`config.mk`:
```
export PLATFORM = sky130hd
export DESIGN_NAME = pins_seq_drv
export DESIGN_NICKNAME = d
export VERILOG_FILES = /design/src/rtl/pins_seq_drv.sv
export SDC_FILE = /design/constraint.sdc
export NUM_CORES = 1
export LEC_CHECK = 0
export CORE_ASPECT_RATIO = 0.8
export CORE_MARGIN = 2
export CORE_UTILIZATION = 45
export CTS_CLUSTER_SIZE = 24
export DETAILED_ROUTE_END_ITERATION = 6
export PLACE_DENSITY_LB_ADDON = 0.05
export SLEW_MARGIN = 10
export SYNTH_ARGS = -nofsm -noshare
export SYNTH_HDL_FRONTEND = slang
export SYNTH_SLANG_ARGS = --single-unit
```
`constraint.sdc`:
```
create_clock -name clk_i -period 7.9 [get_ports clk_i]
set_clock_uncertainty 0.1 [all_clocks]
set_input_delay 2.37 -clock clk_i [delete_from_list [all_inputs] [get_ports clk_i]]
set_output_delay 2.37 -clock clk_i [all_outputs]
set_load 0.005 [all_outputs]
```
`src/rtl/pins_seq_drv.sv`:
```
// Clocked pin driver/sampler: a command FIFO feeds a two-state sequencer that applies
// {value, oe, pull-up, pull-down} states for hold+1 cycles; input pins get synchronised edge pulses.
module pins_seq_drv #(
  parameter int Width      = 1,
  parameter int Depth      = 4,
  parameter int CntW       = 8,
  parameter int SyncStages = 2
) (
  input  logic             clk_i,
  input  logic             rst_i,
  input  logic             cmd_valid_i,
  output logic             cmd_ready_o,
  input  logic [Width-1:0] cmd_val_i,
  input  logic [Width-1:0] cmd_oe_i,
  input  logic [Width-1:0] cmd_pu_i,
  input  logic [Width-1:0] cmd_pd_i,
  input  logic [CntW-1:0]  cmd_hold_i,
  input  logic             flush_i,
  output logic [Width-1:0] pins_o,
  output logic [Width-1:0] pins_oe_o,
  output logic [Width-1:0] pins_pu_o,
  output logic [Width-1:0] pins_pd_o,
  output logic             busy_o,
  output logic             done_o,
  input  logic [Width-1:0] pins_i,
  output logic [Width-1:0] sample_o,
  output logic [Width-1:0] rise_o,
  output logic [Width-1:0] fall_o
);

  localparam int AW      = $clog2(Depth);
  localparam int CW      = AW + 1;
  localparam int WarmMax = SyncStages + 1;
  localparam int WW      = $clog2(WarmMax + 1);

  localparam logic [0:0] ST_IDLE = 1'b0;
  localparam logic [0:0] ST_HOLD = 1'b1;

  typedef struct packed {
    logic [Width-1:0] val;
    logic [Width-1:0] oe;
    logic [Width-1:0] pu;
    logic [Width-1:0] pd;
    logic [CntW-1:0]  hold;
  } cmd_t;

  cmd_t             mem_q [Depth];
  cmd_t             cmd_in;
  cmd_t             head;

  logic [AW-1:0]    wr_ptr_q, wr_ptr_d;
  logic [AW-1:0]    rd_ptr_q, rd_ptr_d;
  logic [CW-1:0]    count_q, count_d;
  logic             full, empty, push, pop;

  logic [0:0]       state_q, state_d;
  logic [CntW-1:0]  cnt_q, cnt_d;
  logic [Width-1:0] pins_q, pins_d;
  logic [Width-1:0] oe_q, oe_d;
  logic [Width-1:0] pu_q, pu_d;
  logic [Width-1:0] pd_q, pd_d;
  logic             done_q, done_d;

  logic [SyncStages-1:0][Width-1:0] sync_q, sync_d;
  logic [Width-1:0] prev_q, prev_d;
  logic [WW-1:0]    warm_q, warm_d;
  logic             edge_en;

  // ---------------------------------------------------------------------------
  // Command FIFO
  // ---------------------------------------------------------------------------
  assign full        = (count_q == CW'(Depth));
  assign empty       = (count_q == '0);
  assign cmd_ready_o = ~full & ~flush_i & ~rst_i;
  assign push        = cmd_valid_i & cmd_ready_o;
  assign head        = mem_q[rd_ptr_q];

  always_comb begin
    cmd_in.val  = cmd_val_i;
    cmd_in.oe   = cmd_oe_i;
    cmd_in.pu   = cmd_pu_i;
    cmd_in.pd   = cmd_pd_i;
    cmd_in.hold = cmd_hold_i;
  end

  always_comb begin
    wr_ptr_d = wr_ptr_q;
    rd_ptr_d = rd_ptr_q;
    count_d  = count_q;
    if (flush_i) begin
      wr_ptr_d = '0;
      rd_ptr_d = '0;
      count_d  = '0;
    end else begin
      if (push) wr_ptr_d = wr_ptr_q + AW'(1);
      if (pop)  rd_ptr_d = rd_ptr_q + AW'(1);
      case ({push, pop})
        2'b10:   count_d = count_q + CW'(1);
        2'b01:   count_d = count_q - CW'(1);
        default: count_d = count_q;
      endcase
    end
  end

  // NOTE: storage has no reset; the pointers and count alone define which entries are valid.
  always_ff @(posedge clk_i) begin
    if (push) mem_q[wr_ptr_q] <= cmd_in;
  end

  // ---------------------------------------------------------------------------
  // Sequencer
  // ---------------------------------------------------------------------------
  always_comb begin
    // NOTE: every output of this block gets a default first, so no path can infer a latch.
    state_d = state_q;
    cnt_d   = cnt_q;
    pins_d  = pins_q;
    oe_d    = oe_q;
    pu_d    = pu_q;
    pd_d    = pd_q;
    done_d  = 1'b0;
    pop     = 1'b0;
    if (flush_i) begin
      state_d = ST_IDLE;
      cnt_d   = '0;
      pins_d  = '0;
      oe_d    = '0;
      pu_d    = '0;
      pd_d    = '0;
    end else begin
      case (state_q)
        ST_IDLE: begin
          if (!empty) pop = 1'b1;
        end
        ST_HOLD: begin
          if (cnt_q != '0) begin
            cnt_d = cnt_q - CntW'(1);
          end else if (!empty) begin
            pop = 1'b1;
          end else begin
            state_d = ST_IDLE;
            done_d  = 1'b1;
          end
        end
        default: state_d = ST_IDLE;
      endcase
      // Pull-up beats pull-down, and both are suppressed while the pin is driven.
      if (pop) begin
        state_d = ST_HOLD;
        cnt_d   = head.hold;
        pins_d  = head.val;
        oe_d    = head.oe;
        pu_d    = head.pu & ~head.oe;
        pd_d    = head.pd & ~head.pu & ~head.oe;
      end
    end
  end

  // ---------------------------------------------------------------------------
  // Input sampler
  // ---------------------------------------------------------------------------
  always_comb begin
    sync_d[0] = pins_i;
    for (int i = 1; i < SyncStages; i++) sync_d[i] = sync_q[i-1];
    prev_d = sync_q[SyncStages-1];
    warm_d = (warm_q == WW'(WarmMax)) ? warm_q : warm_q + WW'(1);
  end

  // Edges stay masked until the chain and prev hold real pin data after reset.
  assign edge_en = (warm_q == WW'(WarmMax));

  // ---------------------------------------------------------------------------
  // State registers
  // ---------------------------------------------------------------------------
  // NOTE: sequential state uses non-blocking assignments so every flop samples pre-edge values.
  always_ff @(posedge clk_i) begin
    if (rst_i) begin
      wr_ptr_q <= '0;
      rd_ptr_q <= '0;
      count_q  <= '0;
      state_q  <= ST_IDLE;
      cnt_q    <= '0;
      pins_q   <= '0;
      oe_q     <= '0;
      pu_q     <= '0;
      pd_q     <= '0;
      done_q   <= 1'b0;
      sync_q   <= '0;
      prev_q   <= '0;
      warm_q   <= '0;
    end else begin
      wr_ptr_q <= wr_ptr_d;
      rd_ptr_q <= rd_ptr_d;
      count_q  <= count_d;
      state_q  <= state_d;
      cnt_q    <= cnt_d;
      pins_q   <= pins_d;
      oe_q     <= oe_d;
      pu_q     <= pu_d;
      pd_q     <= pd_d;
      done_q   <= done_d;
      sync_q   <= sync_d;
      prev_q   <= prev_d;
      warm_q   <= warm_d;
    end
  end

  assign pins_o    = pins_q;
  assign pins_oe_o = oe_q;
  assign pins_pu_o = pu_q;
  assign pins_pd_o = pd_q;
  assign busy_o    = (state_q == ST_HOLD);
  assign done_o    = done_q;
  assign sample_o  = sync_q[SyncStages-1];
  assign rise_o    = edge_en ? (sync_q[SyncStages-1] & ~prev_q) : '0;
  assign fall_o    = edge_en ? (~sync_q[SyncStages-1] & prev_q) : '0;

endmodule
```
==> results by stage <==
Critical path:
- The critical path is of the input port to output port type.
- For this run, the slowest stage of the critical path takes 530 ps.
- The library cell contributing the largest single delay on the critical path is clkdlybuf4s50_1.
- At the worst endpoint, the required time is between 5000 and 6000 ps.
- In this run the critical register-to-register path is launched from cnt_q[0].
- The kind of capture point of the worst setup path is an output port.
- The worst reg2reg path depth is 11.
- The worst path arrival time is just over 4000 ps.
- The capture instance of the worst register-to-register path is count_q[2].
- Of all nets on the critical path, the largest fanout is 24.
- The critical path goes through clkdlybuf4s50_1, or2_2, a21oi_1, clkdlybuf4s50_1.
- Setup slack on the worst reg-to-reg path comes out at 4840 ps.
- The nature of the critical path startpoint is an input port.
- The most numerous cell on the critical path is clkdlybuf4s50_1.

Min path:
- For hold timing, the worst endpoint is sample_o.
- Along the worst hold path, the cell count comes to 1.
- The worst hold path begins at sync_d[1].
- The kind of path behind the tightest hold check is flip-flop to flip-flop.

Routing:
- The aggregate routed wire length is 5.37 mm.
- For this run, design rule violations remaining after detail routing come to 0.
- The number of DRC markers in iteration 0 is 74.
- The count of nets left with antenna violations once routing finished came out at 0.
- After detailed routing, the number of vias per cell comes to 5.35.
- For this block, the via count after detailed routing is between 1.5k and 2k.
- The number of iterations in the first detailed-routing pass is 4.
- After detailed routing, the average wire length per cell comes to 15.6 µm.

Die:
- 27 I/O pins were placed.
- For this configuration, the core starts out at a cell density of 0.460.
- The die is 78.5 µm tall.
- The floorplan step defined a core boundary enclosing roughly 6800 µm².
- After floorplanning, the core was divided into 27 placement rows.
- The horizontal die dimension is 97.2 µm.
- The area of the die is 7630 µm².

Finish:
- At the end of the flow, the number of nets in the layout was between 200 and 300.
- Summing all flip-flop and latch instances after layout gives 2000 µm².
- The number of filler cells placed in the layout is just under 600.
- The number of cells in the finished layout apart from fillers is 344.
- The footprint of the multi-input gates is 1030 µm².
- At the end of the flow the core is filled with cells to 0.540.
- The synthesis-to-layout area growth is 17.2%.
- The share of post-route cells with drive strength above 1 is 0.121.
- The final design area excluding fillers is 3660 µm².
- The number of diodes is 0.

GRT:
- The first global-routing pass estimated ~8.9 mm of wire.
- The global router's overall resource usage is 0.154.
- The global-route congestion overflow total is 0.
- The number of antenna violations at the first check in global routing is 0.
- The largest net degree at the start of global routing is 25.
- The number of global-route vias before repair was ~1.7k.

Logic synthesis:
- Yosys printed 0 warnings.
- Yosys mapped a number of flops with a built-in enable equal to 48.
- The share of flip-flops with an asynchronous set or reset is 0.
- The mapped netlist covers around 3100 µm².
- Each instance of the synthesized netlist takes up on average 13.8 µm².
- edfxtp_1 is the most common cell in the netlist.
- The area share of the largest cell type after synthesis is 0.461.
- The number of nets in the synthesized netlist is 252.
- The count of different cell masters after synthesis is 40.
- The synthesized instance count is 226.
- The largest total area in the synthesized netlist belongs to edfxtp_1.
- The commonest cells after synthesis are 48 x edfxtp_1, 28 x dfxtp_1, 14 x a21oi_1.
- The sequential area share after synthesis is 0.641.
- Ranked by total cell area, the synthesized netlist is headed by edfxtp_1 46%, dfxtp_1 18%, mux4_2 8.6%.
- In the synthesized netlist the dominant register cell turns out to be edfxtp_1.
- The count of state elements after synthesis is 76.

STA:
- Setup repair after global routing left no endpoint under its margin.
- The share of the cycle needed by the critical path after routing is 0.835.
- Adding up every negative setup slack in the final design gives 0 ps.
- The final worst-path setup slack is 1300 ps.
- For this run, the top clock speed supported by timing is 152 MHz.
- The final critical-path required period is 6600 ps.
- The number of hold violations in the final report came to 0.
- The pin slew with the least headroom to its limit is between 800 and 900 ps.
- The setup-violating endpoint count in the final report is 0.
- The final max-slew violation count was 0.
- In this run the tightest slew margin relative to its limit is 0.435.

CTS:
- The root buffer cell chosen for the clock tree is clkbuf_8.
- In this run, post-CTS hold repair placed 0 buffers.
- After clock tree synthesis, the clock-pin slew on the worst setup and hold paths is ~70 ps.
- After clock tree synthesis, the repair step resized 0 gates.
- The clock latency reported for the late side of the worst-skew pair is ~340 ps.
- The clock tree synthesis step divided the H-tree into 3 levels.
- The number of clock buffers inserted by TritonCTS is 9.
- The clock drives 76 sinks.
- The clock tree buffer depth is 2.
- TritonCTS built the clock tree.
- Buffers added to address setup during post-CTS repair amount to 0.

Outcome:
- The run finished with clean final reports.

Place:
- The number of placed instances, taps included is 328.
- The half-perimeter wire length after detailed placement is 3.47 mm.
- The pre-CTS setup slack is approximately 1300 ps.
- During placement, the flow inserted port buffers numbering 26.
- At the end of routability-driven placement, the weighted congestion stood at ~0.76.
- The cell area after placement is 3450 µm².

Pwr:
- The worst ir drop on vdd is between 100 and 150 µV.
- In this run the power density over the cells is 213 nW/µm².
- Summed over all cells, the static leakage comes to 1.19 nW.

Flow run:
- The tool flagged a number of max-cap violations equal to 0.
power breakdown:
part	switching [mW]	internal, mW	leakage, nW	total, mW
clock network	0.135	0.178	0.104	0.312
logic	0.0180	0.0189	0.427	0.0369
registers	0.00387	0.428	0.660	0.431
sequential cells by signal (all words and copies together) (netlist names), named ones only:
name	cells
sync_d	1
pins_pu_o	1
count_q	3
mem_q	48
pins_pd_o	1
busy_o	1
done_o	1
rd_ptr_q	2
cnt_q	8
warm_q	2
prev_q	1
pins_o	1
pins_oe_o	1
sample_o	1
wr_ptr_q	2
critical path: cells and delay by family:
kind,cells,cell delay (ps)
AND/OR/NAND/NOR,1,530
AO/OA/AOI/OAI,1,180
buffers and inverters,2,1040
per-stage QoR:
| step | power (mW) | hold WS, ps |
|---|---|---|
| floorplan | 0.461 | 314 |
| global placement | 0.478 | 327 |
| detailed placement | 0.478 | 328 |
| CTS | 0.792 | 352 |
| global route | 0.816 | 367 |
| finish | 0.781 | 342 |
cell families after synthesis:
| group | after synthesis | share of synthesized area |
|---|---|---|
| AOI/OAI and AO/OA | 39 | 0.0821 |
| xor gates and xnor gates | 4 | 0.0112 |
| adders and majority gates | 9 | 0.0384 |
| buffers and inverters | 23 | 0.0308 |
| DFF | 76 | 0.641 |
| muxes | 15 | 0.0961 |
| and+or+nand+nor | 60 | 0.101 |
routing by layer:
metal,wire (µm),global-route usage,vias to the layer above
met5,0,0,-
met3,291,0.0597,6
li1,-,-,901
met1,2660,0.223,890
met4,51,0.0380,0
met2,2360,0.221,42
cell usage in the layout (no fill, tap or decap), types with 7 or more instances in the layout:
master | Yosys | routed
edfxtp_1 | 48 | 48
clkdlybuf4s50_1 | 0 | 26
or3_1 | 7 | 7
o21ai_0 | 7 | 7
mux4_2 | 12 | 12
inv_1 | 11 | 11
dfxtp_1 | 28 | 28
nand2_1 | 10 | 10
ha_1 | 8 | 8
a21oi_1 | 14 | 14
nand3_1 | 10 | 10
clkbuf_8 | 0 | 9
nor2_1 | 13 | 13
worst max path at each step:
stage             from           to  depth (start not counted)
2_1_floorplan  flush_i  cmd_ready_o                          4
3_3_place_gp     rst_i  cmd_ready_o                          4
3_5_place_dp     rst_i  cmd_ready_o                          4
4_1_cts          rst_i  cmd_ready_o                          4
5_1_grt          rst_i  cmd_ready_o                          4
6_report         rst_i  cmd_ready_o                          4
final cells by class:
class | count | share of cell area
flip-flops and latches | 76 | 0.546
multi-input cells | 127 | 0.280
repair buffers | 27 | 0.0731
clock buffers | 10 | 0.0348
well taps | 87 | 0.0297
clock inverters | 6 | 0.0242
inverters | 11 | 0.0113
Note: power is estimated with default switching activity, not from simulation.
